--- src/rtl/seg7_pkg.sv ---
// Shared state type, hex segment table and output polarity helper for the
// multiplexed 7-segment scan driver.
package seg7_pkg;

    typedef enum logic {
        ST_DEAD = 1'b0,
        ST_ON   = 1'b1
    } state_t;

    // Active-high {g,f,e,d,c,b,a}; b and d are lower case, A/C/E/F upper case.
    localparam logic [6:0] HEX_SEG [16] = '{
        7'h3F, 7'h06, 7'h5B, 7'h4F, 7'h66, 7'h6D, 7'h7D, 7'h07,
        7'h7F, 7'h6F, 7'h77, 7'h7C, 7'h39, 7'h5E, 7'h79, 7'h71
    };

    function automatic logic polarity(input logic x, input logic active_low);
        return x ^ active_low;
    endfunction

endpackage

--- src/rtl/seg7_hex_decode.sv ---
// Combinational hex nibble to active-high segment pattern lookup.
module seg7_hex_decode
    import seg7_pkg::*;
(
    input  logic [3:0] nibble,
    output logic [6:0] seg
);

    assign seg = HEX_SEG[nibble];

endmodule

--- src/rtl/seg7_scan_driver.sv ---
// Time-multiplexed 7-segment driver with per-slot PWM brightness, anode dead
// time and a frame-synchronous load handshake for tear-free updates.
module seg7_scan_driver
    import seg7_pkg::*;
#(
    parameter int NUM_DIGITS   = 4,
    parameter int PHASE_CYCLES = 3125,
    parameter int DEAD_CYCLES  = 64,
    parameter bit ACTIVE_LOW   = 1'b1
) (
    input  logic                    clk,
    input  logic                    rst,
    input  logic                    load,
    input  logic [4*NUM_DIGITS-1:0] digits_in,
    input  logic [NUM_DIGITS-1:0]   blank_in,
    input  logic [NUM_DIGITS-1:0]   dp_in,
    input  logic [3:0]              brightness,
    output logic                    load_ack,
    output logic                    frame_done,
    output logic [NUM_DIGITS-1:0]   an,
    output logic [6:0]              seg,
    output logic                    dp
);

    localparam int IDX_W = (NUM_DIGITS > 1) ? $clog2(NUM_DIGITS) : 1;
    localparam int PC_W  = (PHASE_CYCLES > 1) ? $clog2(PHASE_CYCLES) : 1;
    localparam int DC_W  = (DEAD_CYCLES > 1) ? $clog2(DEAD_CYCLES) : 1;
    localparam logic [IDX_W-1:0] IDX_LAST   = IDX_W'(NUM_DIGITS - 1);
    localparam logic [PC_W-1:0]  PHASE_LAST = PC_W'(PHASE_CYCLES - 1);
    localparam logic [DC_W-1:0]  DEAD_LAST  = DC_W'(DEAD_CYCLES - 1);

    state_t            state, state_nx;
    logic [DC_W-1:0]   dead_cnt, dead_cnt_nx;
    logic [PC_W-1:0]   phase_cnt, phase_cnt_nx;
    logic [3:0]        phase, phase_nx;
    logic [IDX_W-1:0]  idx, idx_nx;
    logic [3:0]        bright, bright_nx;
    logic              frame_end;

    logic [4*NUM_DIGITS-1:0] disp_digits, pend_digits;
    logic [NUM_DIGITS-1:0]   disp_blank, pend_blank;
    logic [NUM_DIGITS-1:0]   disp_dp, pend_dp;
    logic                    pend_valid;

    logic [3:0]            nib_sel;
    logic                  blank_sel, dp_sel, lit;
    logic [6:0]            dec_seg;
    logic [NUM_DIGITS-1:0] an_nx;
    logic [6:0]            seg_nx;
    logic                  dp_nx;

    always_comb begin
        state_nx     = state;
        dead_cnt_nx  = dead_cnt;
        phase_cnt_nx = phase_cnt;
        phase_nx     = phase;
        idx_nx       = idx;
        bright_nx    = bright;
        frame_end    = 1'b0;
        case (state)
            ST_DEAD: begin
                if (dead_cnt == DEAD_LAST) begin
                    state_nx    = ST_ON;
                    dead_cnt_nx = '0;
                    bright_nx   = brightness;
                end else begin
                    dead_cnt_nx = dead_cnt + DC_W'(1);
                end
            end
            ST_ON: begin
                if (phase_cnt == PHASE_LAST) begin
                    phase_cnt_nx = '0;
                    if (phase == 4'd15) begin
                        phase_nx = 4'd0;
                        state_nx = ST_DEAD;
                        if (idx == IDX_LAST) begin
                            idx_nx    = '0;
                            frame_end = 1'b1;
                        end else begin
                            idx_nx = idx + IDX_W'(1);
                        end
                    end else begin
                        phase_nx = phase + 4'd1;
                    end
                end else begin
                    phase_cnt_nx = phase_cnt + PC_W'(1);
                end
            end
            default: state_nx = ST_DEAD;
        endcase
    end

    // Output registers are loaded from the next-cycle position so they line
    // up with the state they describe rather than lagging it by one cycle.
    always_comb begin
        nib_sel   = 4'd0;
        blank_sel = 1'b1;
        dp_sel    = 1'b0;
        for (int i = 0; i < NUM_DIGITS; i++) begin
            if (idx_nx == IDX_W'(i)) begin
                nib_sel   = disp_digits[4*i +: 4];
                blank_sel = disp_blank[i];
                dp_sel    = disp_dp[i];
            end
        end
    end

    seg7_hex_decode u_decode (
        .nibble (nib_sel),
        .seg    (dec_seg)
    );

    always_comb begin
        lit = (state_nx == ST_ON) && (phase_nx <= bright_nx) && !blank_sel;
        for (int i = 0; i < NUM_DIGITS; i++) begin
            an_nx[i] = polarity(lit && (idx_nx == IDX_W'(i)), ACTIVE_LOW);
        end
        for (int i = 0; i < 7; i++) begin
            seg_nx[i] = polarity(lit && dec_seg[i], ACTIVE_LOW);
        end
        dp_nx = polarity(lit && dp_sel, ACTIVE_LOW);
    end

    always_ff @(posedge clk or negedge rst) begin
        if (!rst) begin
            state     <= ST_DEAD;
            dead_cnt  <= '0;
            phase_cnt <= '0;
            phase     <= 4'd0;
            idx       <= '0;
            bright    <= 4'd0;
        end else begin
            state     <= state_nx;
            dead_cnt  <= dead_cnt_nx;
            phase_cnt <= phase_cnt_nx;
            phase     <= phase_nx;
            idx       <= idx_nx;
            bright    <= bright_nx;
        end
    end

    // A load coinciding with frame end still lands in pending for the next frame.
    always_ff @(posedge clk or negedge rst) begin
        if (!rst) begin
            disp_digits <= '0;
            disp_blank  <= '1;
            disp_dp     <= '0;
            pend_digits <= '0;
            pend_blank  <= '0;
            pend_dp     <= '0;
            pend_valid  <= 1'b0;
            load_ack    <= 1'b0;
            frame_done  <= 1'b0;
        end else begin
            frame_done <= frame_end;
            load_ack   <= frame_end && pend_valid;
            if (frame_end && pend_valid) begin
                disp_digits <= pend_digits;
                disp_blank  <= pend_blank;
                disp_dp     <= pend_dp;
            end
            if (load) begin
                pend_digits <= digits_in;
                pend_blank  <= blank_in;
                pend_dp     <= dp_in;
                pend_valid  <= 1'b1;
            end else if (frame_end) begin
                pend_valid <= 1'b0;
            end
        end
    end

    always_ff @(posedge clk or negedge rst) begin
        if (!rst) begin
            an  <= {NUM_DIGITS{ACTIVE_LOW}};
            seg <= {7{ACTIVE_LOW}};
            dp  <= ACTIVE_LOW;
        end else begin
            an  <= an_nx;
            seg <= seg_nx;
            dp  <= dp_nx;
        end
    end

endmodule
--- config.mk ---
export PLATFORM = sky130hd
export DESIGN_NAME = seg7_scan_driver
export DESIGN_NICKNAME = d
export VERILOG_FILES = /design/src/rtl/seg7_pkg.sv /design/src/rtl/seg7_hex_decode.sv /design/src/rtl/seg7_scan_driver.sv
export SDC_FILE = /design/constraint.sdc
export NUM_CORES = 1
export LEC_CHECK = 0
export BUFFER_PORTS_ARGS = -buffer_cell sky130_fd_sc_hd__buf_4
export CAP_MARGIN = 5
export CORE_ASPECT_RATIO = 1.1
export CORE_MARGIN = 2
export CORE_UTILIZATION = 45
export DETAILED_ROUTE_END_ITERATION = 16
export PLACE_DENSITY = 0.7
export RECOVER_POWER = 100
export SYNTH_ARGS = -nofsm -noshare
export SYNTH_HDL_FRONTEND = slang
export SYNTH_SLANG_ARGS = --single-unit
--- constraint.sdc ---
create_clock -name clk -period 3 [get_ports clk]
set_input_delay 0.3 -clock clk [delete_from_list [all_inputs] [get_ports clk]]
set_output_delay 0.3 -clock clk [all_outputs]
set_load 0.03 [all_outputs]
==> results of run 1 <==
layout make-up:
class	instances	area (um^2)	share of cell area, %
Clock buffer	9	124	2.39
Inverter	15	56.3	1.08
Sequential cell	92	2320	44.7
Clock inverter	7	76.3	1.47
Tap cell	117	146	2.82
Timing Repair Buffer	74	500	9.64
Multi-Input combinational cell	225	1970	37.9
layer usage:
layer,up-vias,track usage (%)
li1,1350,-
met1,1400,22.5
met2,49,24.8
met3,12,4.04
met4,0,7.24
met5,-,0
critical path, delay by kind of cell, from the launching register on:
family	cells	cell delay, ns
AO/OA/AOI/OAI	4	0.57
buffers and inverters	3	0.44
AND/OR/NAND/NOR	6	1.24
flip-flops	1	0.40
adder cells (fa/ha/maj)	1	0.28
XOR/XNOR	1	0.20
cell families (layout without fill, tap and decap cells):
kind of cell	count (synthesis)	after routing	share of synthesized area, %
AO/OA/AOI/OAI	32	32	5.08
XOR/XNOR	11	11	2.21
adder cells (fa/ha/maj)	15	15	4.31
buffers and inverters	27	105	3.39
flip-flops	92	92	53.3
multiplexers	71	71	19.6
AND/OR/NAND/NOR	96	96	12.1
metrics by stage:
step	std cells	area, um^2	TNS [ns]	setup WS, ns	power, mW
final	539	5190	-1.90	-0.224	2.23
after global routing	539	5190	-4.28	-0.403	2.34
after CTS	536	5230	-1.83	-0.208	2.26
after detailed placement	512	4930	-3.12	-0.322	1.41
after global placement	512	4930	-0.330	-0.0596	1.41
after floorplan	344	4400	-0.00407	-0.00205	1.35
timing repair:
action | CTS | global route
setup buffers | 7 | 3
endpoints found under the setup margin | 11 | 12
pin swaps | 7 | 13
hold buffers | 1 | 0
endpoints found under the hold margin | 39 | 0
gates resized for setup | 8 | 12
how the worst max path moves through the flow:
stage	startpoint	to	slack, ns	depth (start not counted)
CTS	phase_cnt[6]	an[0]	-0.21	13
floorplan	phase_cnt[8]	an[2]	-0.002	14
finish	phase_cnt[9]	seg[5]	-0.22	15
global route	phase_cnt[9]	seg[5]	-0.40	16
global placement	phase_cnt[0]	seg[4]	-0.06	15
detailed placement	phase_cnt[0]	seg[6]	-0.32	15
power groups by stage:
stage	clock network (mW)	registers, mW	logic [mW]
final	0.849	1.29	0.0955
after floorplan	0	1.31	0.0400
after CTS	0.869	1.29	0.102
after detailed placement	0	1.31	0.101
after global routing	0.937	1.29	0.109
after global placement	0	1.31	0.0975
registers in the layout, indices dropped and copies added (netlist names):
| register | count |
|---|---|
| an | 4 |
| bright | 4 |
| dead_cnt | 6 |
| disp_blank | 4 |
| disp_digits | 16 |
| disp_dp | 4 |
| dp | 1 |
| frame_done | 1 |
| idx | 2 |
| load_ack | 1 |
| pend_blank | 4 |
| pend_digits | 16 |
| pend_dp | 4 |
| pend_valid | 1 |
| phase | 4 |
| phase_cnt | 12 |
| seg | 7 |
| state | 1 |
layout by cell type, fill, tap and decap left out, types with 6 or more instances in the layout:
master | netlist | routed
buf_4 | 3 | 49
xor2_1 | 6 | 6
mux2_4 | 10 | 9
dfstp_2 | 16 | 16
nor2_1 | 13 | 13
mux2i_1 | 15 | 15
clkbuf_8 | 0 | 9
inv_1 | 14 | 12
clkbuf_1 | 4 | 16
nand2_1 | 35 | 33
mux2_2 | 27 | 27
nor2b_1 | 6 | 6
o21ai_0 | 10 | 7
mux2_1 | 15 | 16
ha_1 | 15 | 13
dfrtp_1 | 76 | 76
==> metrics.md, run 1 <==
| Metric | Value |
|---|---|
| Status | finished with violations |
| Failing checks | negative setup slack |
| Crit Path Max Fanout | 7 |
| Peak Freq | roughly 310 MHz |
| Shortest period the worst path allows | around 3.2 ns |
| Largest area contributor in the synthesized netlist | dfrtp_1 |
| Top sig layer | met4 |
| CTS Buf Count | 9 |
| First-pass DRT Iterations | 4 |
| Area Overhead vs Synth | 19.2% |
| Total of warnings raised by yosys | 0 |
| FF-to-FF End | seg[5] |
| Hold endpoint | pend_digits[0] |
| Count leader, synth | dfrtp_1 |
| Root Buffer | clkbuf_8 |
| CP Launch Type | flip-flop |
| Die width | just under 100 um |
| Min-Delay Startpoint | digits_in[0] |
| Starting Density | 46.4% |
| Worst Path Class, Setup | flip-flop to flip-flop |
| Clk pwr share | between 30% and 40% |
| Setup Viol. Count Final | 11 |
| Total GRT Usage | between 10% and 20% |
| Slew @ Worst Pin | between 1 and 1.5 ns |
| Synth area leaders | dfrtp_1, dfstp_2, mux2_2 |
| Slowest stage delay, CP | a little under 0.6 ns |
| Setup crit end kind | flip-flop |
| Ys flop type | dfrtp_1 |
| Ant. Diodes | 0 |
| Share of the synthesized area in the top cell type | ~44% |
| Largest net degree at the start of global routing | 48 |
| Net switching fraction of the power | 23.1% |
| Register area share after synthesis | between 50% and 60% |
| Hold WS | 0.156 ns |
| Max clock buf depth | 2 |
| Pleak | roughly 2.5 nW |
| H-tree Lvls | 3 |
| Via Count | 2811 |
| RR Startpoint | phase_cnt[9] |
| Setup slack, reg-to-reg | -0.22 ns |
| Synth cell types | 51 |
| Gate Count Post-Synth | between 300 and 400 |
| Max-cap viol count | 0 |
| Endpoints failing hold | 0 |
| Avg Inst Size Synth | between 10 and 15 um^2 |
| Cell area after synthesis | around 4400 um^2 |
| Antenna-violating nets left | 0 |
| Total power density per cell area | 430 nW/um^2 |
| Count of buffers from port buffering | between 40 and 50 |
| Vias per cell | ~5.2 |
| Final nets | about 460 |
| Asr flop ratio synth | 100% |
| Clk pin slew, worst setup/hold paths | around 0.1 ns |
| Register bit total from synthesis | 92 |
| Worst Hold Class | input port to flip-flop |
| Metal2 WL | between 3000 and 4000 um |
| Syn Nets | 390 |
| Initial DRC count | 85 |
| Arr. time, crit path | about 3.5 ns |
| Max VDD drop | 335 uV |
| Filler cells | 808 |
| I/O pins | 45 |
| Cell Chain, Critical Path | or4_4, nor4_4, buf_4, nand2_2, xnor2_1, ha_1, nand2_2, o21ai_1, o22ai_1, nand2_1, a31o_4, buf_6, nor3_4, buf_6, o311ai_2 |
| Relative slew slack | about a quarter |
| Worst-path cell with the longest stage delay | or4_4 |
| Period utilisation layout | 107% |
| Worst r2r path cells | 15 |
| CORE AREA | approximately 9400 um^2 |
| Num rows | 37 |
| Final HPWL DP | between 5000 and 6000 um |
| Clock latency on the worst-skew pair | 0.37 ns |
| First-pass GRT wire length | approximately 13000 um |
| Vias in the first global route | roughly 2800 |
| Grt ovf | 0 |
| Metal3 WL | ~290 um |
| Internal | between 1.5 and 2 mW |
| Share of cells above drive strength 1 | 35.8% |
| DRC | 0 |
| Final Skew | 0.0111 ns |
| GPL Wtd Cong | 0.854 |
| Slew Viols, Final | 0 |
| Switching power total | 515 uW |
| Synth cell count leaders | dfrtp_1, nand2_1, mux2_2, dfstp_2 |
| EDFF count, synth | 0 |
| Final Util | about 55% |
| DRT met1 WL | around 3800 um |
| Hold depth | 2 |
| CTS Sinks | a little over 90 |
| DIE HEIGHT | approximately 110 um |
| Combinational group share of total power | under 10% |
| Worst Path Required | 3.28 ns |
| Sequential power share | between 50% and 60% |
| Total wire length | ~8000 um |
| Initial antenna violation count | 0 |
| CTS tree | done |
| Total die area | roughly 10000 um^2 |
| RSZ-0062 raised after global routing | yes |
| Worst setup margin | -0.224 ns |
| WL/cell | around 15 um |
Note: power is estimated with default switching activity, not from simulation.
==> inputs of run 2 (changes only) <==
--- a/config.mk
+++ b/config.mk
@@ -11,7 +11,7 @@
 export CORE_MARGIN = 2
 export CORE_UTILIZATION = 45
 export DETAILED_ROUTE_END_ITERATION = 16
-export PLACE_DENSITY = 0.7
+export PLACE_DENSITY = 0.78
 export RECOVER_POWER = 100
 export SYNTH_ARGS = -nofsm -noshare
 export SYNTH_HDL_FRONTEND = slang
==> metrics.md, run 2 (synthesis gave the netlist of run 1 again) <==
| Metric | Value |
|---|---|
| Status | finished with violations (unchanged) |
| Failing checks | negative setup slack (unchanged) |
| Worst Path Required | 3.29 ns (was 3.28 ns) |
| CTS tree | done (unchanged) |
| RSZ-0062 raised after global routing | yes (unchanged) |
| First-pass DRT Iterations | 4 (unchanged) |
| Worst Path Buf+Inv | 0 (was 3) |
| Area Overhead vs Synth | 21.3% (was 19.2%) |
| Initial DRC count | 107 (was 85) |
| Worst-path cell with the longest stage delay | or4_4 (unchanged) |
| Setup crit end kind | flip-flop (unchanged) |
| Post-CTS Hold Buffers | 0 (was 1) |
| Largest net degree at the start of global routing | 60 (was 48) |
| CTS Sinks | 92 (unchanged) |
| Slew @ Worst Pin | 1.44 ns (was 1.12 ns) |
| Shortest period the worst path allows | 3.14 ns (was 3.22 ns) |
| Starting Density | 46.4% (unchanged) |
| Ant. Diodes | 0 (unchanged) |
| I/O pins | 45 (unchanged) |
| Cell Chain, Critical Path | or4_4, nor3_4, and3_4, nand2_1, nand2_2, ha_4, a21oi_2, o21ai_2, o22ai_2, nand2_2, a31o_4, or2_1, or3_1 (was or4_4, nor4_4, buf_4, nand2_2, xnor2_1, ha_1, nand2_2, o21ai_1, o22ai_1, nand2_1, a31o_4, buf_6, nor3_4, buf_6, o311ai_2) |
| Setup Viol. Count Final | 10 (was 11) |
| Slowest stage delay, CP | 0.58 ns (about the same) |
| Worst setup margin | -0.144 ns (was -0.224 ns) |
| Grt ovf | 0 (unchanged) |
| Clock latency on the worst-skew pair | 0.37 ns (about the same) |
| Setup WS pre-CTS | -0.268 ns (was -0.322 ns) |
| CORE AREA | 9400 um^2 (unchanged) |
| CP Launch Type | flip-flop (unchanged) |
| Crit Path Max Fanout | 3 (was 7) |
| Peak Freq | 318 MHz (was 310 MHz) |
| Final Skew | 0.0134 ns (was 0.0111 ns) |
| Worst Hold Class | input port to flip-flop (unchanged) |
| Commonest non-fill, non-tap cells in the layout | dfrtp_1, buf_4, nand2_1 (unchanged) |
| DIE HEIGHT | 107 um (unchanged) |
| Final nets | 465 (was 463) |
| Clk pin slew, worst setup/hold paths | 0.09 ns (was 0.10 ns) |
| Pleak | 2.55 nW (was 2.49 nW) |
| Total power density per cell area | 439 nW/um^2 (was 430 nW/um^2) |
| Count of buffers from port buffering | 44 (unchanged) |
| Max clock buf depth | 2 (unchanged) |
| Num rows | 37 (unchanged) |
| Endpoints failing hold | 0 (unchanged) |
| Final HPWL DP | 6020 um (was 5690 um) |
| CP most frequent cell | nand2_2 |
| Worst Path Class, Setup | flip-flop to flip-flop (unchanged) |
| Regs by FF count | disp_digits x16, pend_digits x16, phase_cnt x12 (unchanged) |
| Vias per cell | 5.36 (was 5.22) |
| Arr. time, crit path | 3.43 ns (was 3.50 ns) |
| WL/cell | 15.5 um (was 15.0 um) |
| H-tree Lvls | 3 (unchanged) |
| Die width | 97.8 um (unchanged) |
| CTS Buf Count | 9 (unchanged) |
| Antenna-violating nets left | 0 (unchanged) |
| DRC | 0 (unchanged) |
| Root Buffer | clkbuf_8 (unchanged) |
| Max VDD drop | 260 uV (was 335 uV) |
| Total wire length | 8380 um (was 8070 um) |
| Total GRT Usage | 17.2% (was 16.4%) |
| First-pass GRT wire length | 14300 um (was 13400 um) |
| GPL Wtd Cong | 0.851 (was 0.854) |
| Initial antenna violation count | 0 (unchanged) |
| Most common cell after layout, fill and taps aside | dfrtp_1 (unchanged) |
| Vias in the first global route | 3031 (was 2802) |
| Max-cap viol count | 0 (unchanged) |
| Period utilisation layout | 105% (was 107%) |
| Via Count | 2900 (was 2811) |
| Cell family with most CP delay | simple AND/OR/NAND/NOR gates (unchanged) |
| Fin Setup TNS | -1.06 ns (was -1.90 ns) |
| Relative slew slack | 4.29% (was 25.2%) |
| Share of cells above drive strength 1 | 37.3% (was 35.8%) |
| Slew Viols, Final | 0 (unchanged) |
| Total die area | 10500 um^2 (unchanged) |
==> run 2: changes by cell type in the layout (fill, tap and decap cells not counted), moves of 3 or more <==
cell / before / now
o21ai_1: 5 / 2
buf_4: 49 / 56
clkbuf_4: 4 / 0
o21ai_2: 0 / 3
==> run 2: stage by stage <==
stage          hold WS [ns]  instance area (um^2)  total power [mW]  utilization, %  std cells
3_3_place_gp          0.398                  4970              1.41            52.8        518
5_1_grt               0.148                  5290              2.41            56.2        541
4_1_cts             0.00745                  5260              2.34            56.0        538
6_report              0.153                  5290              2.32            56.2        541
2_1_floorplan       0.00441                  4400              1.35               -        344
3_5_place_dp          0.410                  4970              1.42            52.8        518
==> run 2: final timing paths <==
path	from	end	slack [ns]	cells past startpoint
min in group asynchronous	rst	bright[3]	0.27	1
worst min register to register	pend_digits[11]	disp_digits[11]	0.49	1
worst max register to register	phase_cnt[8]	an[2]	-0.14	13
worst min-delay path	digits_in[4]	pend_digits[4]	0.15	2
worst max-delay path	phase_cnt[8]	an[2]	-0.14	13
max in group asynchronous	rst	phase_cnt[2]	1.18	2
==> run 2: layer usage <==
| layer | vias up | wire (um) | GRT usage [%] |
|---|---|---|---|
| li1 | 1357 | - | - |
| met1 | 1454 | 3750 | 21.6 |
| met2 | 64 | 4110 | 28.3 |
| met3 | 25 | 287 | 3.59 |
| met4 | 0 | 233 | 8.83 |
| met5 | - | 0 | 0 |
==> run 2: final cells by class <==
| cell class | instances | area, um^2 |
|---|---|---|
| fill | 768 | 4110 |
| sequential | 92 | 2320 |
| multi-input combinational | 225 | 2020 |
| timing repair buffer | 76 | 512 |
| tap | 117 | 146 |
| clock buffer | 11 | 141 |
| clock inverter | 5 | 82.6 |
| inverter | 15 | 56.3 |
==> run 2: power by group <==
group	switching (mW)	internal (mW)
sequential	0.0183	1.27
combinational	0.0427	0.0539
clock	0.433	0.497
total	0.494	1.82
==> run 2: what timing repair did <==
item,CTS,global route
endpoints found under the setup margin,11,11
resized for setup,11,12
setup buffers,4,3
pin swaps,7,7
